$ cat src/rtl/alu_pkg.sv
// rtl/alu_pkg.sv - shared opcodes, sequencer states and instruction field positions
package alu_pkg;

    localparam logic [2:0] ADD = 3'b000;
    localparam logic [2:0] SUB = 3'b001;
    localparam logic [2:0] AND = 3'b010;
    localparam logic [2:0] OR  = 3'b011;
    localparam logic [2:0] SLT = 3'b100;
    localparam logic [2:0] LI  = 3'b101;
    localparam logic [2:0] NOP = 3'b110;
    localparam logic [2:0] ILL = 3'b111;

    typedef enum logic [1:0] {
        IDLE   = 2'd0,
        DECODE = 2'd1,
        EXEC   = 2'd2,
        WB     = 2'd3
    } seq_state_t;

    localparam int OP_MSB  = 15;
    localparam int OP_LSB  = 13;
    localparam int RD_MSB  = 12;
    localparam int RD_LSB  = 11;
    localparam int RB_MSB  = 10;
    localparam int RB_LSB  = 9;
    localparam int RC_MSB  = 8;
    localparam int RC_LSB  = 7;
    localparam int IMM_MSB = 10;
    localparam int IMM_LSB = 3;

    function automatic logic op_writes(input logic [2:0] op);
        return (op <= LI);
    endfunction

    // Only the true ALU operations reach the ALU; LI/NOP/illegal park it on ADD.
    function automatic logic [2:0] alu_sel(input logic [2:0] op);
        return (op <= SLT) ? op : ADD;
    endfunction

endpackage

$ cat src/rtl/regfile4x8.sv
// rtl/regfile4x8.sv - 4x8 register file, two combinational reads, one synchronous write
module regfile4x8
    import alu_pkg::*;
(
    input  logic       clk,
    input  logic       rst_n,
    input  logic [1:0] rd_addr_a,
    output logic [7:0] rd_data_a,
    input  logic [1:0] rd_addr_b,
    output logic [7:0] rd_data_b,
    input  logic       wr_en,
    input  logic [1:0] wr_addr,
    input  logic [7:0] wr_data
);

    logic [7:0] regs [4];

    always_ff @(posedge clk) begin
        if (!rst_n) begin
            for (int i = 0; i < 4; i++) begin
                regs[i] <= 8'h00;
            end
        end else if (wr_en) begin
            regs[wr_addr] <= wr_data;
        end
    end

    assign rd_data_a = regs[rd_addr_a];
    assign rd_data_b = regs[rd_addr_b];

endmodule

$ cat src/rtl/alu_sequencer.sv
// rtl/alu_sequencer.sv - four-state control sequencer for the 8-bit ALU; ALU_SEQ_ZERO_FLAG_EN adds zero output
module alu_sequencer
    import alu_pkg::*;
(
    input  logic        clk,
    input  logic        rst_n,
    input  logic        instr_valid,
    output logic        instr_ready,
    input  logic [15:0] instr,
    output logic [2:0]  alu_op,
    output logic [7:0]  alu_b,
    output logic [7:0]  alu_c,
    input  logic [7:0]  alu_res,
    output logic        done,
    output logic [7:0]  result,
    output logic        illegal
`ifdef ALU_SEQ_ZERO_FLAG_EN
    ,
    output logic        zero
`endif
);

    seq_state_t  state_q;
    seq_state_t  state_d;
    logic [15:3] instr_q;
    logic        accept;
    logic [7:0]  rb_data;
    logic [7:0]  rc_data;
    logic [7:0]  wb_value;
    logic        wr_en;

    logic [2:0]  op_q;
    logic [1:0]  rd_q;
    logic [1:0]  rb_q;
    logic [1:0]  rc_q;
    logic [7:0]  imm_q;

    assign op_q  = instr_q[OP_MSB:OP_LSB];
    assign rd_q  = instr_q[RD_MSB:RD_LSB];
    assign rb_q  = instr_q[RB_MSB:RB_LSB];
    assign rc_q  = instr_q[RC_MSB:RC_LSB];
    assign imm_q = instr_q[IMM_MSB:IMM_LSB];

    assign accept = instr_valid && instr_ready;

    always_ff @(posedge clk) begin
        if (!rst_n) begin
            state_q <= IDLE;
        end else begin
            state_q <= state_d;
        end
    end

    // Ready is gated by rst_n so it is low throughout reset, not just after the first edge.
    always_comb begin
        state_d     = state_q;
        instr_ready = 1'b0;
        case (state_q)
            IDLE: begin
                instr_ready = rst_n;
                if (instr_valid && rst_n) begin
                    state_d = DECODE;
                end
            end
            DECODE:  state_d = EXEC;
            EXEC:    state_d = WB;
            WB:      state_d = IDLE;
            default: state_d = IDLE;
        endcase
    end

    always_comb begin
        wb_value = 8'h00;
        if (op_q == LI) begin
            wb_value = imm_q;
        end else if (op_writes(op_q)) begin
            wb_value = alu_res;
        end
    end

    always_ff @(posedge clk) begin
        if (!rst_n) begin
            instr_q <= '0;
            alu_op  <= ADD;
            alu_b   <= 8'h00;
            alu_c   <= 8'h00;
            done    <= 1'b0;
            illegal <= 1'b0;
            result  <= 8'h00;
`ifdef ALU_SEQ_ZERO_FLAG_EN
            zero    <= 1'b0;
`endif
        end else begin
            done    <= 1'b0;
            illegal <= 1'b0;
            if (accept) begin
                instr_q <= instr[15:3];
            end
            case (state_q)
                DECODE: begin
                    alu_op <= alu_sel(op_q);
                    alu_b  <= rb_data;
                    alu_c  <= rc_data;
                end
                // Results land on the EXEC->WB edge so done/result are visible during WB.
                EXEC: begin
                    done    <= 1'b1;
                    illegal <= (op_q == ILL);
                    result  <= wb_value;
`ifdef ALU_SEQ_ZERO_FLAG_EN
                    if (op_writes(op_q)) begin
                        zero <= (wb_value == 8'h00);
                    end
`endif
                end
                default: ;
            endcase
        end
    end

    assign wr_en = (state_q == WB) && op_writes(op_q);

    regfile4x8 u_regfile (
        .clk       (clk),
        .rst_n     (rst_n),
        .rd_addr_a (rb_q),
        .rd_data_a (rb_data),
        .rd_addr_b (rc_q),
        .rd_data_b (rc_data),
        .wr_en     (wr_en),
        .wr_addr   (rd_q),
        .wr_data   (result)
    );

endmodule

$ cat config.mk
export PLATFORM = sky130hd
export DESIGN_NAME = alu_sequencer
export DESIGN_NICKNAME = d
export VERILOG_FILES = /design/src/rtl/alu_pkg.sv /design/src/rtl/regfile4x8.sv /design/src/rtl/alu_sequencer.sv
export SDC_FILE = /design/constraint.sdc
export NUM_CORES = 1
export LEC_CHECK = 0
export CORE_ASPECT_RATIO = 1.5
export CORE_MARGIN = 4
export CORE_UTILIZATION = 55
export CTS_BUF_LIST = sky130_fd_sc_hd__clkbuf_4
export DETAILED_ROUTE_END_ITERATION = 10
export PLACE_DENSITY = 0.79
export RECOVER_POWER = 25
export SYNTH_ARGS = -nofsm -noshare
export SYNTH_HDL_FRONTEND = slang
export SYNTH_SLANG_ARGS = --single-unit
$ cat constraint.sdc
create_clock -name clk -period 2.1 [get_ports clk]
set_clock_uncertainty 0.1 [all_clocks]
set_input_delay 0.525 -clock clk [delete_from_list [all_inputs] [get_ports clk]]
set_output_delay 0.525 -clock clk [all_outputs]
set_load 0.01 [all_outputs]
Word level (Yosys, flattened, before mapping)
Memories as Yosys holds them, arrays and structs flattened. A register that Yosys moved wholly into a read port is not among the register bits.
Cells that the tools add are included.
{"block": "totals", "ff_bits": 28, "mem_bits_rw": 32, "in_bits": 27, "out_inout_bits": 30, "word_cells": 37, "n_memories": 1}
{"memory": "u_regfile.regs", "depth": 4, "width": 8, "rd": 2, "rd_ports_with_merged_regs": 2, "write_ports": 4, "line": "regfile4x8.sv:16", "text": "logic [7:0] regs [4];"}
{"block": "op_classes", "order_cmp": 2, "n_eq_ne": 6, "muxes": 14, "reduce_logical": 8}
{"cell": "$mux 8", "count": 3}
{"cell": "$pmux 2 s4", "count": 1}
{"cell": "$reduce_or 8->1", "count": 1}
{"cell": "$mux 1", "count": 7}
{"cell": "$eq 3x3->1 const B", "count": 2}
{"cell": "$le 3x3->1 const B", "count": 2}
{"cell": "$eq 2x2->1 const B", "count": 2}
{"cell": "$mux 2", "count": 2}
{"cell": "$logic_and 1x1->1", "count": 3}
{"cell": "$mux 3", "count": 1}
{"cell": "$eq 2x1->1 const B", "count": 1}
{"cell": "$logic_not 1->1", "count": 2}
{"cell": "$logic_not 2->1", "count": 1}
{"cell": "$ne 2x2->1 const B", "count": 1}
{"cell": "$reduce_and 2->1", "count": 1}

Logic depth before layout (Yosys ltp)
Gate-level depths: netlist of run 1.
{"block": "depth", "word_depth": 7, "mapped_depth": 7, "depth_no_buf": 5}

Modules after synthesis
From an unflattened synthesis of run 1, not the netlist that was laid out.
{"block": "unflattened", "cells_unflattened": 288, "area_unflattened_um2": 3437.0}
{"mod": "alu_sequencer", "n_inst": 1, "cells_per_inst": 191, "area_per_inst_um2": 1803.0, "seq_area_each_um2": 880.8}
{"mod": "regfile4x8", "n_inst": 1, "cells_per_inst": 97, "area_per_inst_um2": 1634.1, "seq_area_each_um2": 960.9}

Least setup slack after synthesis of run 1
Ideal clock, no wire load.
{"block": "synth_timing", "kind": "input-to-output", "startpoint": "input port rst_n", "endpoint": "output port instr_ready", "t_arrival_ps": 1269, "required_ps": 1475, "setup_slack_ps": 206, "path_stages": 4, "n_path_buf": 3, "cell_sequence": "buf_2 > buf_4 > clkbuf_1 > and2_1"}
{"block": "synth_between", "elab_chain_cells": 1}
{"item": "start: declaration", "line": "alu_sequencer.sv:6", "text": "input logic rst_n,"}
{"item": "$mux 1", "line": "alu_sequencer.sv:58", "text": "case (state_q)"}
{"item": "end: declaration", "line": "alu_sequencer.sv:8", "text": "output logic instr_ready,"}
No other way between the ends.

Worst setup path in the final report of run 1
{"block": "layout_timing", "startpoint": "register result[4]", "endpoint": "output port result[4]"}
{"item": "start: declaration", "line": "alu_sequencer.sv:15", "text": "output logic [7:0] result,"}
{"item": "start signal: assignment", "line": "alu_sequencer.sv:109", "text": "result <= wb_value;"}
No word-level cell between the ends.

==> impl_summary.md, run 1 <==
Place
Port buffering added 53 buffers. The detailed placer's ending HPWL is 5340 µm. Once placement finished, the instance area stood at 4160 µm². Routability-driven placement finished with a final weighted congestion of 0.816.

Die
The boundary pin count is 57. The number of rows in the core area is 35. The core footprint is about 6000 µm². The floorplan step set the die width to 72.6 µm.

The floorplan step defined a die boundary enclosing 7620 µm². The initial utilization of the core area, before any placement, comes to 56.2%. The die is 105 µm tall.

Yosys
The flip-flop and latch count after synthesis is 76. The primary flip-flop cell chosen by synthesis mapping is dfxtp_1. The fraction of registers with async set or reset after synthesis is 0%. Summing every instance area after synthesis gives 3450 µm².

The number of different library cells in the post-synthesis netlist is 28. Synthesis handed over a netlist of 308 instances. Dividing the synthesized area by the synthesized cell count gives 11.2 µm². The cell type with the highest aggregate area in the netlist is edfxtp_1. In this run the biggest area consumer among cell types represents approximately 28% of the synthesized area. The warning count from the yosys run is 0. Sorting the synthesized cells by area gives the leading types as edfxtp_1, dfxtp_1, mux2i_1, and2_1, nand3b_1. The number of nets handed over by synthesis was 340.

The sequential-to-total area share from yosys stat is between 50% and 60%. Yosys mapped a number of flops with a built-in enable equal to 32.

STA
At the pin with the least slew margin, the transition time is 621 ps. After routing, the total negative slack on setup checks comes to 0 ps. Setup repair after global routing left no endpoint under its margin. Based on the critical path, the design can be clocked at up to around 490 MHz.

The final max-slew violation count is 0. The minimum clock period after layout is 2050 ps. The worst slew margin relative to its limit is 58.4%.

The final critical-path share of the clock period is 97.7%. The number of hold-slack violations in the final timing report is 0. Setup violations remaining at the end of the flow were counted as 0.

Global routing
After global routing the overflow that remains totals 0. The pin count of the biggest net entering global routing is 27. The first-pass GRT wire length is 12,100 µm. The initial antenna violation count is 0. The via count of the first global-routing pass is between 2,000 and 2,500. Global routing used about a fifth of the available tracks.

Final layout
The number of inserted filler cells in the final layout is about 490. The final instance area is between 4000 and 5000 µm². Registers take approximately 1800 µm².

The repair_antennas step left the layout with diodes totalling 0. The post-route netlist has 12.2% of its cells at a drive strength greater than 1. The final core area utilization is 69.5%. The multi-input gate area in the final layout is 1490 µm². Relative to the synthesized area, the layout overhead comes to 23.6%. The net count of the finished layout is 405.

Clocking
The total clock sinks is 76. The cell at the root of the clock tree is clkbuf_4. The number of buffers between clock root and the deepest sink is 2. Buffers inserted during clock tree synthesis total 9. The insertion delay to the later sink of the worst-skew pair is 410 ps. The H-tree was split into 3 levels.

After clock tree synthesis, the flow added hold-fix buffers numbering 0. TritonCTS built the clock tree. The clock slew seen by the registers of the worst setup and hold paths is 120 ps.

Setup path
STA classifies the critical path startpoint as a register. The number of buffers and inverters on the critical path is 1. Data arrives at the worst endpoint at about 1400 ps.

The largest driver fanout on the critical path is 6. The dominant delay contributor by cell family on the critical path is buffers and inverters. The critical path start-end classification is register to output pin. For the worst setup path, the data required time is about 1500 ps. The largest single stage delay on the critical path is 580 ps.

The critical path goes through clkdlybuf4s50_1. The cell with the largest stage delay on the worst path is clkdlybuf4s50_1. STA classifies the critical path endpoint as an output pin.

Route
The total via count after detailed routing is 2,542. The initial DRC count is 96. The first TritonRoute pass finished after 4 iterations.

Once detail routing completed, the nets flagged for antenna violations numbered 0. In the final routed layout, each cell accounts on average for approximately 16 µm. The final layout contains routed wiring with a total length of ~7300 µm. For this run, design rule violations remaining after detail routing come to 0. The number of vias per cell after detailed routing is between 5 and 6.

Pwr
Across the VDD grid, the largest voltage drop is 0.559 mV. Power spread over the standard cell area amounts to 923 nW/µm². For this design the static power due to leakage is 1.50 nW.

Hold path
The type of the most critical hold path is register to register.

Outcome
The run finished with clean final reports.

Job
The max-capacitance violation count is 0.
==> flip-flops by register name (all words and copies together), names as in the netlist <==
signal / cells
alu_op: 3
state_q: 2
instr_q: 13
u_regfile.regs: 32
illegal: 1
alu_c: 8
alu_b: 8
done: 1
result: 8
==> logic make-up (layout without fill, tap and decap cells) <==
logic type / Yosys count / in the layout / share of synthesized area [%]
and+or+nand+nor: 111 / 111 / 20.1
DFF: 76 / 76 / 53.4
AOI/OAI and AO/OA: 59 / 59 / 11.8
muxes: 33 / 33 / 9.58
buffers and inverters: 24 / 94 / 3.30
adders and majority gates: 5 / 5 / 1.81
==> report_power, final <==
group	internal [mW]	switching (mW)	leakage (nW)
logic	0.622	0.607	0.754
clock network	0.255	0.509	0.0581
registers	1.76	0.174	0.692
==> cells in the mapped netlist (4+ instances only) <==
master / instances
and2_1: 34
nand2_1: 27
nand3b_1: 21
edfxtp_1: 32
o21ai_0: 23
ha_1: 5
mux2i_1: 33
buf_2: 9
a31oi_1: 9
dfxtp_1: 44
nand2b_1: 13
o221ai_1: 16
clkbuf_1: 8
a32oi_1: 8
nor2b_1: 4
==> through the flow <==
| stage | setup WS, ps | hold WS (ps) | cells | power, mW |
|---|---|---|---|---|
| 2_1_floorplan | 206 | 336 | 308 | 2.65 |
| 3_3_place_gp | -176 | 347 | 434 | 3.18 |
| 3_5_place_dp | -195 | 355 | 434 | 3.21 |
| 6_report | 48.9 | 371 | 452 | 3.93 |
| 5_1_grt | 4.47 | 399 | 452 | 4.16 |
| 4_1_cts | 8.18 | 375 | 452 | 4.00 |
==> worst min-delay path, stage by stage (launching register included) <==
cell and delay (ps):
dfxtp_1 330, nand2_1 50, o21ai_0 60
==> routing by layer <==
layer / part of all wire (%) / track usage, % / vias to the layer above / routed length, µm
li1: - / - / 1257 / -
met1: 39 / 23.2 / 1203 / 2840
met2: 55 / 36.9 / 72 / 4000
met3: 4.6 / 2.69 / 10 / 337
met4: 1.9 / 9.10 / 0 / 136
met5: 0 / 0 / - / 0
==> worst paths after layout <==
kind                          end  depth (start not counted)  startpoint  slack, ps
min                    instr_q[5]                          2  instr_q[5]        370
min reg2reg            instr_q[5]                          2  instr_q[5]        370
max reg2reg  u_regfile.regs[3][1]                          5  state_q[1]        360
max                     result[4]                          1   result[4]         50
==> layout by cell type (no fill, tap or decap), types with 10 or more instances in the layout <==
master,instances
clkdlybuf4s50_1,52
nand3b_1,21
and2_1,32
dfxtp_1,39
clkbuf_4,10
o221ai_1,16
nand2b_1,13
mux2i_1,33
buf_4,15
nand2_1,27
edfxtp_1,32
o21ai_0,23
==> cell type report <==
| class | count | area share, % |
|---|---|---|
| clock inverters | 6 | 0.940 |
| flip-flops and latches | 76 | 43.4 |
| repair buffers | 75 | 16.4 |
| clock buffers | 10 | 1.76 |
| inverters | 3 | 0.264 |
| multi-input cells | 208 | 35.1 |
| well taps | 74 | 2.17 |
==> timing repair <==
item | in CTS | in global routing
resized for setup | 4 | 6
endpoints found under the setup margin | 2 | 4
hold endpoints to repair | 0 | 0
setup buffers | 2 | 0
No activity file was read; power rests on OpenSTA's default activity.
==> run 2, diff against run 1 <==
- ABC_AREA: not set -> 1
- CORE_UTILIZATION: 55 -> 56
- PLACE_DENSITY: 0.79 -> 0.8
==> run 2 against run 1 <==
Against the previous run: design area is 2.6% higher; via count is 24% higher; clock-buffer cell count stayed put; setup slack better by 12 ps; power is 16% higher; final cell count is 29% higher; highest routed layer unchanged; critical path depth stayed put; core utilization is 0.83 points higher; critical path type unchanged; combinational power is 38% higher.
==> impl_summary.md, run 2 <==
Route
The total via count after detailed routing is between 3,000 and 4,000. After detailed routing, the average wire length per cell comes to 14.9 µm. After detailed routing, the total wire length is around 8700 µm. Dividing the detail-routed via count by the number of cells gives 5.39. After detailed routing, the number of remaining DRC violations is 0. The number of nets with antenna violations after routing is 0. The initial DRC count is 216. The first-pass detailed-route iteration total is 7.

STA
Setup repair after global routing left no endpoint under its margin. The worst pin sits at a relative slew slack of between 50% and 60%. Based on the critical path, the design can be clocked at up to between 400 and 500 MHz. The measured slew at the worst slew-check pin is 625 ps. The minimum clock period after layout is 2040 ps. The number of setup violations in the final report is 0. The number of hold-slack violations in the final timing report came to 0. For the final routed database, the setup TNS stands at 0 ps. The final max-slew violation count was 0.

Dividing the final minimum period by the clock period gives between 90% and 100%.

Final layout
The register with the most flip-flops is u_regfile.regs. The filler-free cell count of the finished design is between 500 and 600. The number of nets in the finished design is between 500 and 600. The layout cell share with drive strength beyond 1 is between 10% and 20%. The repair_antennas step left the layout with diodes totalling 0. The area growth from synthesis to layout is 20.8%. The largest registers in the layout are u_regfile.regs x32, instr_q x13. The register with the most flip-flops in the layout has 32 of them. The final core area utilization is 70.3%. Leaving out fill and tap cells, the most frequent cell in the layout is nand2_1. The top cell types in the final layout, fill and taps aside, are nand2_1, clkdlybuf4s50_1, inv_1, nand3_1, dfxtp_1.

Yosys
In the synthesized netlist the async set-or-reset flop fraction comes to 0%. The number of different library cells in the post-synthesis netlist is 25. The synthesized net count is approximately 480. The number of cells produced by synthesis is 446. The warning count from the yosys run is 0. The primary flip-flop cell chosen by synthesis mapping is dfxtp_1. In the post-synthesis netlist, the biggest area contributors are edfxtp_1, dfxtp_1, nand2_1, nand3_1, a21oi_1. The cell with the most instances after synthesis is nand2_1. For this run, the register share of the synthesized area comes to between 50% and 60%.

The number of synthesized flops with an enable pin is 32. The post-synthesis instance area is 3620 µm². Of the post-synthesis cell area, the dominant cell type holds 26.5%. After synthesis the netlist holds a flip-flop and latch count of 76.

Of all cell types, the one taking the most synthesized area is edfxtp_1. Ranked by instance count, the synthesized netlist is headed by nand2_1, dfxtp_1, inv_1, nand3_1, a21oi_1. A synthesized cell averages 8.12 µm².

Setup path
Counting cells, the worst reg-to-reg path comes to 5. The largest driver fanout on the critical path is 3. The kind of end point of the critical path is an output pin. The signal on the critical path passes through clkdlybuf4s50_1. The startpoint type of the worst setup path is a register. The data required time of the worst path is 1470 ps. For this run, the slowest stage of the critical path takes ~570 ps. The number of buffers and inverters on the critical path is 1. The endpoint identified for the worst register-to-register timing path is alu_c[1].

The worst setup path is of the register to output pin kind. On the critical path, the stage with the largest delay is an instance of clkdlybuf4s50_1. The dominant delay contributor by cell family on the critical path is buffers and inverters. The worst register-to-register path begins at instr_q[8]. The arrival time of data at the critical path endpoint is 1410 ps.

The worst setup slack for register-to-register paths is around 210 ps.

Clocking
CTS built an H-tree with a depth of 3. The TritonCTS buffer count is 9. After clock tree synthesis, the clock-pin slew on the worst setup and hold paths is 120 ps. The cell at the root of the clock tree is clkbuf_4. Counting every sink on the clock net gives 76. The clock passes through at most 2 buffers.

The insertion delay to the later sink of the worst-skew pair is 420 ps. TritonCTS built the clock tree.

Hold path
In this run the worst hold path is classified as register to register. The count of cells along the worst hold path is 2. The sink of the worst hold path is instr_q[3]. The worst hold path begins at instr_q[3].

Pwr
Power spread over the standard cell area amounts to 1050 nW/µm². The static power due to leakage is between 1.5 and 2 nW. After layout, the design draws a total of 4.58 mW. The peak ir drop on the vdd network is just under 0.8 mV.

Global routing
The initial antenna violation count is 0. The via count of the first global-routing pass was 2,978. Entering global routing, the biggest net connects 36 pins. The residual overflow from global routing is 0. The first-pass GRT wire length is 14,300 µm. Global routing used 24.1% of the available tracks across all layers.

Place
The count of buffers from port buffering is 53. The detailed placer's ending HPWL is 6520 µm. The weighted congestion reported at the end of routability-driven placement is just under 0.9. In this run, placement finished with an instance count of 567.

Die
The floorplan has 35 rows. After floorplanning, the core was sized to cover 6220 µm². The die is 106 µm tall.

The area enclosed by the die boundary is ~7800 µm². In this run the count of I/O pins placed on the die edge is 57. The initial utilization of the core area, before any placement, comes to 58.2%. The die span in x is 73.7 µm.

Job
The max-capacitance violation count is 0.

Outcome
The run finished with clean final reports.
-- run 2: cell types whose count changed after synthesis, sizes merged, moves of 9 or more --
cell	before	now
nand2	28	132
inv	3	46
nand3	2	44
a21oi	0	35
and2	35	0
mux2i	33	0
nand3b	21	0
nor3	0	17
o221ai	16	0
nand2b	13	0
nor2	3	15
buf	12	23
a31oi	9	0
-- run 2: power by group --
| group | total (mW) | internal (mW) | leakage (nW) | switching [mW] |
|---|---|---|---|---|
| Sequential | 1.99 | 1.82 | 0.692 | 0.172 |
| Combinational | 1.70 | 0.685 | 1.06 | 1.02 |
| Clock | 0.889 | 0.376 | 0.0763 | 0.513 |
| Total | 4.58 | 2.88 | 1.83 | 1.70 |
-- run 2: cell type report --
class / instances / area, µm²
tap: 74 / 92.6
timing repair buffer: 76 / 669
inverter: 51 / 194
sequential: 76 / 1840
multi-input combinational: 292 / 1430
clock buffer: 10 / 75.1
fill: 503 / 1850
clock inverter: 6 / 65.1
-- run 2: kinds of logic (layout without fill, tap and decap cells) --
family	after synthesis	after routing	share of synthesized area (%)
compound gates	71	71	10.4
fa+ha+maj	5	5	1.73
buf+inv	78	143	9.54
flops	76	76	50.9
simple gates	216	216	27.5
-- run 2: layer usage --
layer | routed length (µm) | share of wire, % | up-vias | global-route usage (%)
li1 | - | - | 1580 | -
met1 | 3170 | 36 | 1403 | 25.6
met2 | 4590 | 53 | 139 | 43.5
met3 | 500 | 5.7 | 31 | 5.01
met4 | 439 | 5.0 | 0 | 12.0
met5 | 0 | 0 | - | 0
-- run 2: metrics by stage --
stage	worst slack [ps]	hold slack [ps]	area, µm²
6_report	61.1	381	4370
5_1_grt	7.11	398	4370
4_1_cts	19.5	382	4420
3_5_place_dp	-336	365	4260
3_3_place_gp	-306	356	4260
2_1_floorplan	24.9	347	3620
-- run 2: what timing repair did --
item,CTS,global route
gates cloned,0,0
gates resized for setup,5,5
endpoints found under the setup margin,1,2
hold buffers,0,0
buffers inserted,2,0
-- run 2: worst max-delay path by stage --
stage	from	end	slack, ps	cells after the start
global placement	rst_n	u_regfile.regs[1][3]	-310	7
CTS	result[2]	result[2]	20	1
floorplan	rst_n	u_regfile.regs[1][0]	20	5
finish	result[1]	result[1]	60	1
detailed placement	rst_n	u_regfile.regs[0][4]	-340	7
global route	result[1]	result[1]	7	1
